[src/rtl/tlp_pkg.sv]
// Shared definitions for the TLP stream detector: K-symbol codes, fmt/type
// encodings, the decoded kind enum and the framing state enum.
package tlp_pkg;

  localparam logic [7:0] STP = 8'hFB;
  localparam logic [7:0] END = 8'hFD;
  localparam logic [7:0] EDB = 8'hFE;

  localparam logic [7:0] FT_MRD32  = 8'h00;
  localparam logic [7:0] FT_MRD64  = 8'h20;
  localparam logic [7:0] FT_MWR32  = 8'h40;
  localparam logic [7:0] FT_MWR64  = 8'h60;
  localparam logic [7:0] FT_IORD   = 8'h02;
  localparam logic [7:0] FT_IOWR   = 8'h42;
  localparam logic [7:0] FT_CFGRD0 = 8'h04;
  localparam logic [7:0] FT_CFGWR0 = 8'h44;
  localparam logic [7:0] FT_CFGRD1 = 8'h05;
  localparam logic [7:0] FT_CFGWR1 = 8'h45;
  localparam logic [7:0] FT_CPL    = 8'h0A;
  localparam logic [7:0] FT_CPLD   = 8'h4A;

  typedef enum logic [3:0] {
    MRD     = 4'd0,
    MWR     = 4'd1,
    IORD    = 4'd2,
    IOWR    = 4'd3,
    CFGRD0  = 4'd4,
    CFGWR0  = 4'd5,
    CFGRD1  = 4'd6,
    CFGWR1  = 4'd7,
    CPL     = 4'd8,
    CPLD    = 4'd9,
    UNKNOWN = 4'd15
  } tlp_kind_e;

  typedef enum logic [1:0] {
    IDLE,
    FRAME,
    DISCARD
  } det_state_e;

endpackage

[src/rtl/tlp_stream_detector_if.sv]
// Output stream of the TLP detector: one held TLP with a valid/ready handshake.
interface tlp_stream_detector_if
  import tlp_pkg::*;
#(
  parameter int MAX_BYTES = 20
) ();

  localparam int LEN_W = $clog2(MAX_BYTES + 1);

  logic                   tlp_valid;
  logic                   tlp_ready;
  logic [MAX_BYTES*8-1:0] tlp_data;
  logic [LEN_W-1:0]       tlp_len;
  tlp_kind_e              tlp_kind;

  modport master (
    output tlp_valid,
    output tlp_data,
    output tlp_len,
    output tlp_kind,
    input  tlp_ready
  );

  modport slave (
    input  tlp_valid,
    input  tlp_data,
    input  tlp_len,
    input  tlp_kind,
    output tlp_ready
  );

endinterface

[src/rtl/tlp_type_decoder.sv]
// Combinational decode of the TLP fmt/type byte into a kind code.
module tlp_type_decoder
  import tlp_pkg::*;
(
  input  logic [7:0] type_byte,
  output tlp_kind_e  kind
);

  always_comb begin
    kind = UNKNOWN;
    case (type_byte)
      FT_MRD32, FT_MRD64: kind = MRD;
      FT_MWR32, FT_MWR64: kind = MWR;
      FT_IORD:            kind = IORD;
      FT_IOWR:            kind = IOWR;
      FT_CFGRD0:          kind = CFGRD0;
      FT_CFGWR0:          kind = CFGWR0;
      FT_CFGRD1:          kind = CFGRD1;
      FT_CFGWR1:          kind = CFGWR1;
      FT_CPL:             kind = CPL;
      FT_CPLD:            kind = CPLD;
      default:            kind = UNKNOWN;
    endcase
  end

endmodule

[src/rtl/tlp_stream_detector.sv]
// Byte-serial TLP framer: assembles STP..END frames, validates length, decodes
// the kind and hands good TLPs to a one-entry valid/ready holding buffer.
module tlp_stream_detector
  import tlp_pkg::*;
#(
  parameter int MAX_BYTES   = 20,
  parameter int MIN_BYTES   = 12,
  parameter int TYPE_OFFSET = 2,
  parameter int CNT_W       = 8
) (
  input  logic             clk,
  input  logic             reset,
  input  logic [7:0]       data_in,
  input  logic             datak,
  tlp_stream_detector_if.master tlp_out,
  output logic             MRd,
  output logic             MWr,
  output logic             IORd,
  output logic             IOWr,
  output logic             CfgRd0,
  output logic             CfgWr0,
  output logic             CfgRd1,
  output logic             CfgWr1,
  output logic             Cpl,
  output logic             CplD,
  output logic [CNT_W-1:0] tlp_count,
  output logic [CNT_W-1:0] err_count,
  output logic [CNT_W-1:0] drop_count,
  output logic [CNT_W-1:0] nullified_count
);

  localparam int IDX_W = $clog2(MAX_BYTES + 1);
  localparam logic [IDX_W-1:0] MAX_IDX = IDX_W'(MAX_BYTES);
  localparam logic [IDX_W-1:0] MIN_IDX = IDX_W'(MIN_BYTES);

  det_state_e             state_q, state_d;
  logic [IDX_W-1:0]       idx_q;
  logic [MAX_BYTES*8-1:0] frame_q;
  tlp_kind_e              frame_kind;

  logic                   buf_valid_q;
  logic [MAX_BYTES*8-1:0] buf_data_q;
  logic [IDX_W-1:0]       buf_len_q;
  tlp_kind_e              buf_kind_q;

  logic start_frame, store_byte, frame_done, frame_err, frame_null, buf_load;
  logic [CNT_W-1:0] tlp_cnt_q, err_cnt_q, drop_cnt_q, null_cnt_q;

  tlp_type_decoder u_type_decoder (
    .type_byte (frame_q[TYPE_OFFSET*8 +: 8]),
    .kind      (frame_kind)
  );

  always_ff @(posedge clk or negedge reset) begin
    if (!reset) state_q <= IDLE;
    else        state_q <= state_d;
  end

  always_comb begin
    state_d     = state_q;
    start_frame = 1'b0;
    store_byte  = 1'b0;
    frame_done  = 1'b0;
    frame_err   = 1'b0;
    frame_null  = 1'b0;
    case (state_q)
      IDLE: begin
        if (datak && data_in == STP) begin
          state_d     = FRAME;
          start_frame = 1'b1;
        end
      end
      FRAME: begin
        if (!datak) begin
          if (idx_q == MAX_IDX) begin
            frame_err = 1'b1;
            state_d   = DISCARD;
          end else begin
            store_byte = 1'b1;
          end
        end else begin
          case (data_in)
            END: begin
              state_d = IDLE;
              if (idx_q >= MIN_IDX) frame_done = 1'b1;
              else                  frame_err  = 1'b1;
            end
            EDB: begin
              state_d    = IDLE;
              frame_null = 1'b1;
            end
            STP: begin
              frame_err   = 1'b1;
              start_frame = 1'b1;
            end
            default: begin
              frame_err = 1'b1;
              state_d   = DISCARD;
            end
          endcase
        end
      end
      DISCARD: begin
        if (datak) begin
          if (data_in == END || data_in == EDB) begin
            state_d = IDLE;
          end else if (data_in == STP) begin
            state_d     = FRAME;
            start_frame = 1'b1;
          end
        end
      end
      default: state_d = IDLE;
    endcase
  end

  // Clearing on STP keeps bytes beyond the frame length at zero in the buffer.
  always_ff @(posedge clk or negedge reset) begin
    if (!reset) begin
      idx_q   <= '0;
      frame_q <= '0;
    end else if (start_frame) begin
      idx_q   <= '0;
      frame_q <= '0;
    end else if (store_byte) begin
      for (int b = 0; b < MAX_BYTES; b++) begin
        if (idx_q == IDX_W'(b)) frame_q[b*8 +: 8] <= data_in;
      end
      idx_q <= idx_q + 1'b1;
    end
  end

  assign buf_load = frame_done & (~buf_valid_q | tlp_out.tlp_ready);

  always_ff @(posedge clk or negedge reset) begin
    if (!reset) begin
      buf_valid_q <= 1'b0;
      buf_data_q  <= '0;
      buf_len_q   <= '0;
      buf_kind_q  <= MRD;
    end else if (buf_load) begin
      buf_valid_q <= 1'b1;
      buf_data_q  <= frame_q;
      buf_len_q   <= idx_q;
      buf_kind_q  <= frame_kind;
    end else if (buf_valid_q && tlp_out.tlp_ready) begin
      buf_valid_q <= 1'b0;
    end
  end

  // Statistics saturate at all-ones.
  always_ff @(posedge clk or negedge reset) begin
    if (!reset) begin
      tlp_cnt_q  <= '0;
      err_cnt_q  <= '0;
      drop_cnt_q <= '0;
      null_cnt_q <= '0;
    end else begin
      if (buf_load && tlp_cnt_q != '1)                 tlp_cnt_q  <= tlp_cnt_q + 1'b1;
      if (frame_done && !buf_load && drop_cnt_q != '1) drop_cnt_q <= drop_cnt_q + 1'b1;
      if (frame_err && err_cnt_q != '1)                err_cnt_q  <= err_cnt_q + 1'b1;
      if (frame_null && null_cnt_q != '1)              null_cnt_q <= null_cnt_q + 1'b1;
    end
  end

  assign tlp_out.tlp_valid = buf_valid_q;
  assign tlp_out.tlp_data  = buf_data_q;
  assign tlp_out.tlp_len   = buf_len_q;
  assign tlp_out.tlp_kind  = buf_kind_q;

  assign MRd    = buf_valid_q && (buf_kind_q == MRD);
  assign MWr    = buf_valid_q && (buf_kind_q == MWR);
  assign IORd   = buf_valid_q && (buf_kind_q == IORD);
  assign IOWr   = buf_valid_q && (buf_kind_q == IOWR);
  assign CfgRd0 = buf_valid_q && (buf_kind_q == CFGRD0);
  assign CfgWr0 = buf_valid_q && (buf_kind_q == CFGWR0);
  assign CfgRd1 = buf_valid_q && (buf_kind_q == CFGRD1);
  assign CfgWr1 = buf_valid_q && (buf_kind_q == CFGWR1);
  assign Cpl    = buf_valid_q && (buf_kind_q == CPL);
  assign CplD   = buf_valid_q && (buf_kind_q == CPLD);

  assign tlp_count       = tlp_cnt_q;
  assign err_count       = err_cnt_q;
  assign drop_count      = drop_cnt_q;
  assign nullified_count = null_cnt_q;

endmodule

[src/flat_wrapper.sv]
// flat-port wrapper written by rule: the top's interface ports become plain ports
module tlp_stream_detector_flat import tlp_pkg::*;
#(
  parameter int MAX_BYTES   = 20,
  parameter int MIN_BYTES   = 12,
  parameter int TYPE_OFFSET = 2,
  parameter int CNT_W       = 8
)
  (clk, reset, data_in, datak, MRd, MWr, IORd, IOWr, CfgRd0, CfgWr0, CfgRd1, CfgWr1, Cpl, CplD, tlp_count, err_count, drop_count, nullified_count, tlp_out_tlp_valid, tlp_out_tlp_data, tlp_out_tlp_len, tlp_out_tlp_kind, tlp_out_tlp_ready);
  tlp_stream_detector_if #(.MAX_BYTES(MAX_BYTES)) tlp_out_i ();
  input  logic clk;
  input  logic reset;
  input  logic [7:0] data_in;
  input  logic datak;
  output logic MRd;
  output logic MWr;
  output logic IORd;
  output logic IOWr;
  output logic CfgRd0;
  output logic CfgWr0;
  output logic CfgRd1;
  output logic CfgWr1;
  output logic Cpl;
  output logic CplD;
  output logic [CNT_W-1:0] tlp_count;
  output logic [CNT_W-1:0] err_count;
  output logic [CNT_W-1:0] drop_count;
  output logic [CNT_W-1:0] nullified_count;
  output wire logic [$bits(tlp_out_i.tlp_valid)-1:0] tlp_out_tlp_valid;
  output wire logic [$bits(tlp_out_i.tlp_data)-1:0] tlp_out_tlp_data;
  output wire logic [$bits(tlp_out_i.tlp_len)-1:0] tlp_out_tlp_len;
  output wire logic [$bits(tlp_out_i.tlp_kind)-1:0] tlp_out_tlp_kind;
  input wire logic [$bits(tlp_out_i.tlp_ready)-1:0] tlp_out_tlp_ready;
  assign tlp_out_tlp_valid = tlp_out_i.tlp_valid;
  assign tlp_out_tlp_data = tlp_out_i.tlp_data;
  assign tlp_out_tlp_len = tlp_out_i.tlp_len;
  assign tlp_out_tlp_kind = tlp_out_i.tlp_kind;
  assign tlp_out_i.tlp_ready = tlp_out_tlp_ready;
  tlp_stream_detector #(.MAX_BYTES(MAX_BYTES), .MIN_BYTES(MIN_BYTES), .TYPE_OFFSET(TYPE_OFFSET), .CNT_W(CNT_W)) u_core (.clk(clk), .reset(reset), .data_in(data_in), .datak(datak), .tlp_out(tlp_out_i), .MRd(MRd), .MWr(MWr), .IORd(IORd), .IOWr(IOWr), .CfgRd0(CfgRd0), .CfgWr0(CfgWr0), .CfgRd1(CfgRd1), .CfgWr1(CfgWr1), .Cpl(Cpl), .CplD(CplD), .tlp_count(tlp_count), .err_count(err_count), .drop_count(drop_count), .nullified_count(nullified_count));
endmodule
[config.mk]
export PLATFORM = sky130hd
export DESIGN_NAME = tlp_stream_detector_flat
export DESIGN_NICKNAME = d
export VERILOG_FILES = /design/src/rtl/tlp_pkg.sv /design/src/rtl/tlp_stream_detector_if.sv /design/src/rtl/tlp_type_decoder.sv /design/src/rtl/tlp_stream_detector.sv /design/src/flat_wrapper.sv
export SDC_FILE = /design/constraint.sdc
export NUM_CORES = 1
export LEC_CHECK = 0
export CORE_UTILIZATION = 40
export DETAILED_ROUTE_END_ITERATION = 8
export HOLD_SLACK_MARGIN = 0.12
export SETUP_SLACK_MARGIN = 0.2
export SLEW_MARGIN = 25
export SYNTH_ARGS = -nofsm -noshare
export SYNTH_HDL_FRONTEND = slang
export SYNTH_HIERARCHICAL = 1
export SYNTH_SLANG_ARGS = --single-unit
[constraint.sdc]
create_clock -name clk -period 2.6 [get_ports clk]
set_input_delay 0.52 -clock clk [delete_from_list [all_inputs] [get_ports clk]]
set_output_delay 0.52 -clock clk [all_outputs]
set_load 0.05 [all_outputs]
==> flow_summary.json, run 1 <==
{
  "critPathMaxFanout": 6,
  "cp_num_buf_inv": 1,
  "fill_cells": 3157,
  "setup_viol": 0,
  "synth_area_leader_cell": "dfrtp_1",
  "fmax_mhz": 429,
  "core.rowCount": 70,
  "critical_path_required_ns": 2.08,
  "synth_warnings": 6,
  "period_needed_ns": 2.33,
  "synth_enable_flop_cells": 0,
  "syn_inst": 1164,
  "power_density_nw_per_um2": 641,
  "grt_pass1_wl_mm": 60.3,
  "wirelength_mm": 38.0,
  "coreArea_sq_um": 36900,
  "htree_num_levels": 2,
  "globalplace.congestion": 0.788,
  "final_common_cell": "dfrtp_1",
  "cts_setup_buffers": 0,
  "drive_above_1_share": 0.242,
  "vdd_drop_max_uv": 375,
  "worstPathArrival_ns": 1.81,
  "combPwrFrac": 0.069,
  "synth.area.top_cells": "dfrtp_1 61%, mux2_2 13%, mux2i_1 9.3%",
  "viasPerCell": 5.03,
  "numCtsBuffers": 40,
  "antenna_found_initial": 0,
  "p_sw_frac": 0.231,
  "tns_ns": 0,
  "fin_nets": 1475,
  "power.switching_uw": 2960,
  "slew-limit-headroom": 0.599,
  "wl_per_cell_um": 19.1,
  "grt_usage": 0.200,
  "die_w_um": 196,
  "final_util": 0.543,
  "status": "completed",
  "path_cells": "clkdlybuf4s50_1",
  "tightest_slew_ns": 0.599,
  "fin_crit_sh": 0.896,
  "cap_violations": 0,
  "synth_top_cell_area_share": 0.612,
  "async_flop_share": 1.00,
  "drt_iter0_drc": 386,
  "cts_buffer_depth": 3,
  "critPathCaptureType": "output pin",
  "netlist_area_sq_um": 15100,
  "grt-ovfl-total": 0,
  "path_delay_family": "buffers and inverters",
  "clk_pin_slew_ns": 0.06,
  "hp-class": "in -> async",
  "slew_viol_final": 0,
  "max_stage_delay_ns": 0.84,
  "fin_skew_ns": 0.0138,
  "route.detailed.drc": 0,
  "dieHeight_um": 196,
  "ant_nets": 0,
  "rsz0062_at_grt": "false",
  "clock_latency_ns": 0.53,
  "n_antenna_cell": 0,
  "synth_ff_type": "dfrtp_1",
  "whs_ns": 0.483,
  "io_buffers": 223,
  "critPathKind": "reg -> out",
  "worstSetupStartpointType": "register",
  "synth_nets": 1189,
  "synth_seq_cells": 369,
  "die_area_sq_um": 38500,
  "cellInternalPower_uw": 9880,
  "dp_hpwl_mm": 25.1,
  "p_clk_frac": 0.460,
  "final_cell_mix": "369 x dfrtp_1, 204 x clkdlybuf4s50_1, 174 x mux2_2",
  "seqPwrFrac": 0.471,
  "cts_tree": "done",
  "p_leak_uw": 0.0106,
  "grt_max_degree": 55,
  "ys_types": 49,
  "dr.pass1.iters": 5,
  "vias": 9989,
  "syn2layout_area_growth_pct": 32.7,
  "initial_utilization": 0.409,
  "crit_path_top_delay_cell": "clkdlybuf4s50_1",
  "clock-root-buffer": "clkbuf_16",
  "hold_viol_final": 0,
  "totalPowerFinal_uw": 12800,
  "ios": 224,
  "synth_seq_area_share": 0.612,
  "grt_pass1_vias": 10300,
  "clock-sinks": 369,
  "syn_avg_cell_area_sq_um": 13.0
}
## flip-flops by register name, indices dropped and copies added (netlist names), 5 cells and up
signal and flops:
u_core/frame_q 160, u_core/idx_q 5, u_core/drop_count 8, u_core/err_count 8, u_core/tlp_count 8, u_core/nullified_count 8, u_core/tlp_out.tlp_len 5, u_core/tlp_out.tlp_data 160
## final cells by class
class / count / area (sq um) / area share
inverters: 11 / 41.3 / 0.00206
clock buffers: 59 / 1210 / 0.0606
clock inverters: 15 / 188 / 0.00937
repair buffers: 314 / 3130 / 0.156
well taps: 504 / 631 / 0.0315
flip-flops and latches: 369 / 9230 / 0.461
multi-input cells: 714 / 5590 / 0.279
## synth_stat cells, drive strengths merged, types with 10 or more instances
| cell type | n |
|---|---|
| xnor2 | 11 |
| clkbuf | 59 |
| o22ai | 19 |
| nor3 | 14 |
| nand2b | 11 |
| dfrtp | 369 |
| inv | 10 |
| buf | 11 |
| xor2 | 13 |
| nand2 | 38 |
| ha | 13 |
| mux2 | 175 |
| nand3 | 37 |
| nor2 | 158 |
| mux2i | 141 |
| o21ai | 11 |
## timing repair
item	CTS	global route
endpoints found under the hold margin	34	0
setup endpoints to repair	14	13
resized for setup	28	18
hold buffers	1	0
## final timing paths
| path | depth (start not counted) | slack, ns | endpoint | start |
|---|---|---|---|---|
| min | 2 | 0.48 | u_core/tlp_out.tlp_data[99] | reset |
| min in group clk | 1 | 0.49 | u_core/drop_count[7] | u_core/drop_count[7] |
| max in group asynchronous | 4 | 1.28 | u_core/tlp_out.tlp_data[56] | reset |
| max reg2reg | 7 | 0.28 | u_core/tlp_count[7] | u_core/state_q[1] |
| min reg2reg | 1 | 0.49 | u_core/drop_count[7] | u_core/drop_count[7] |
| max | 1 | 0.27 | tlp_count[3] | u_core/tlp_count[3] |
## stage by stage
step,std cells,setup WS [ns],area [sq um]
final,1986,0.270,20000
after CTS,1986,0.119,20100
after detailed placement,1911,-0.179,18700
after global placement,1911,-0.0796,18700
after floorplan,1164,-0.266,15100
after global routing,1986,0.202,20000
## routing by layer
layer  GRT usage  vias to the layer above  share of wire
met5           0                        -              0
met4      0.0463                        0          0.016
met3      0.0261                       43          0.040
met2       0.318                      221           0.47
met1       0.291                     5092           0.47
li1            -                     4633              -
## worst reg2reg max path, stage by stage (launching register included)
cell and delay [ns]:
dfrtp_1 0.40, inv_1 0.12, ha_2 0.22, nand4b_1 0.13
or4_1 0.45, buf_4 0.22, nor4_1 0.29, mux2_2 0.37
## cell families (layout without fill, tap and decap cells)
group | Yosys count | in the layout | share of synthesized area
XOR/XNOR | 24 | 24 | 0.0139
multiplexers | 316 | 316 | 0.224
buffers and inverters | 81 | 399 | 0.0203
AND/OR/NAND/NOR | 304 | 304 | 0.0933
adder cells (fa/ha/maj) | 13 | 13 | 0.0108
AO/OA/AOI/OAI | 57 | 57 | 0.0259
flip-flops | 369 | 369 | 0.612
## power by group through the flow
stage,clock (uW),sequential (uW),combinational (uW)
floorplan,0,6160,420
global placement,0,6150,877
detailed placement,0,6150,894
CTS,6050,6050,900
global route,6270,6070,990
finish,5910,6050,888
No activity file was read; power rests on OpenSTA's default activity.
==> run 2, diff against run 1 <==
CORE_MARGIN = 1   (was not set)
==> results of run 2 <==
The final DEF is identical to that of run 1; final timing and power are the same.
==> run 3, diff against run 2 <==
clock period = 2.9 ns   (was 2.6 ns; I/O delays follow)
==> run 3 against run 2 <==
Net effect:
- via count is 1.6% lower
- clock skew is 0.0033 ns higher
- combinational power is 13% lower
- critical endpoint is now CfgRd0
==> flow_summary.json, run 3 (synthesis results as in run 1) <==
{
  "status": "completed",
  "htree_num_levels": 2,
  "route.detailed.drc": 0,
  "syn2layout_area_growth_pct": 31.1,
  "final_cell_mix": "369 x dfrtp_1, 210 x clkdlybuf4s50_1, 174 x mux2_2",
  "worst_slack_ns": 0.427,
  "dr.pass1.iters": 6,
  "worstPathArrival_ns": 1.89,
  "hold_viol_final": 0,
  "drive_above_1_share": 0.222,
  "io_buffers": 223,
  "dp_cells": 1888,
  "final_area_sq_um": 19800,
  "path_cells": "nand2b_1 > nor3_1 > dlygate4sd2_1",
  "r2r_start": "u_core/state_q[1]",
  "drt_iter0_drc": 432,
  "antenna_found_initial": 0,
  "fin_crit_sh": 0.853,
  "period_needed_ns": 2.47,
  "clock_latency_ns": 0.52,
  "grt-ovfl-total": 0,
  "clock-sinks": 369,
  "vias": 9827,
  "p_leak_uw": 0.0105,
  "cts_tree": "done",
  "slew_viol_final": 0,
  "die_w_um": 196,
  "post-place-ws_ns": 0.0671,
  "hp-class": "reg -> reg",
  "hold_end": "u_core/nullified_count[7]",
  "place_area_sq_um": 18400,
  "fin_nets": 1453,
  "layoutNonFillerInstCount": 1962,
  "tightest_slew_ns": 0.624,
  "max_stage_delay_ns": 0.55,
  "critical_path_required_ns": 2.32,
  "initial_utilization": 0.409,
  "setup_viol": 0,
  "numCtsBuffers": 41,
  "grt_usage": 0.198,
  "grt_max_degree": 71,
  "critPathMaxFanout": 8,
  "wirelength_mm": 37.6,
  "slew-limit-headroom": 0.584,
  "cap_violations": 0,
  "power_density_nw_per_um2": 572,
  "dp_hpwl_mm": 24.6,
  "vdd_drop_max_uv": 351,
  "ios": 224,
  "cts_buffer_depth": 3,
  "clock-root-buffer": "clkbuf_16",
  "fin_skew_ns": 0.0171,
  "rrSetupSlack_ns": 0.57,
  "totalPowerFinal_uw": 11300,
  "final_common_cell": "dfrtp_1",
  "fmax_mhz": 404,
  "globalplace.congestion": 0.819,
  "r2r_end": "u_core/tlp_count[7]",
  "r2r_cells": 7,
  "wl_per_cell_um": 19.2,
  "worstHoldStart": "u_core/nullified_count[7]",
  "core.rowCount": 70,
  "coreArea_sq_um": 36900,
  "clk_pin_slew_ns": 0.06,
  "whs_path_depth": 1,
  "die_area_sq_um": 38500,
  "critPathKind": "reg -> out",
  "dieHeight_um": 196,
  "worstSetupStartpointType": "register",
  "crit_path_top_delay_cell": "dlygate4sd2_1",
  "grt_pass1_vias": 10100,
  "rsz0062_at_grt": "false",
  "grt_pass1_wl_mm": 59.3,
  "ant_nets": 0,
  "viasPerCell": 5.01,
  "n_antenna_cell": 0,
  "critPathCaptureType": "output pin"
}
-- run 3: worst max-delay path, delay by kind of cell, from the launching register on --
family	cells	cell delay, ns
buffers and inverters	1	0.55
and+or+nand+nor	2	0.37
DFF	1	0.46
-- run 3: cell type report --
cell class / count / area (sq um)
sequential: 369 / 9230
multi-input combinational: 714 / 5580
clock inverter: 13 / 106
clock buffer: 60 / 1260
timing repair buffer: 291 / 2940
tap: 504 / 631
inverter: 11 / 41.3
fill: 3211 / 17100
-- run 3: timing repair --
| item | CTS | global route |
|---|---|---|
| gates resized for setup | 10 | 0 |
| buffers inserted | 0 | 0 |
| hold buffers | 1 | 0 |
| endpoints found under the setup margin | 10 | 0 |
| endpoints found under the hold margin | 31 | 0 |
-- run 3: through the flow --
stage	hold WS, ns	utilization	setup TNS, ns
2_1_floorplan	0.284	-	-0.0513
3_3_place_gp	0.480	0.500	0
3_5_place_dp	0.487	0.500	0
4_1_cts	0.496	0.537	0
5_1_grt	0.517	0.537	0
6_report	0.493	0.537	0
-- run 3: metal layers --
metal,part of all wire,GRT usage
met1,0.47,0.282
met2,0.47,0.319
met3,0.040,0.0304
met4,0.012,0.0428
met5,0,0
-- run 3: power by group --
part / leakage [uW] / total [uW] / switching [uW] / internal, uW
Sequential: 0.00514 / 5430 / 120 / 5310
Combinational: 0.00465 / 771 / 506 / 265
Clock: 0.000679 / 5120 / 2020 / 3090
Total: 0.0105 / 11300 / 2650 / 8670
-- run 3: worst max path at each step --
| stage | slack, ns | end | from | cells after the start |
|---|---|---|---|---|
| after floorplan | -0.03 | IORd | u_core/tlp_out.tlp_kind[0] | 2 |
| after global placement | 0.07 | u_core/tlp_count[7] | data_in[6] | 6 |
| after detailed placement | 0.07 | u_core/tlp_count[7] | data_in[4] | 6 |
| after CTS | 0.39 | CfgRd0 | u_core/tlp_out.tlp_kind[3] | 3 |
| after global routing | 0.31 | MRd | u_core/tlp_out.tlp_kind[1] | 3 |
| final | 0.43 | CfgRd0 | u_core/tlp_out.tlp_kind[3] | 3 |
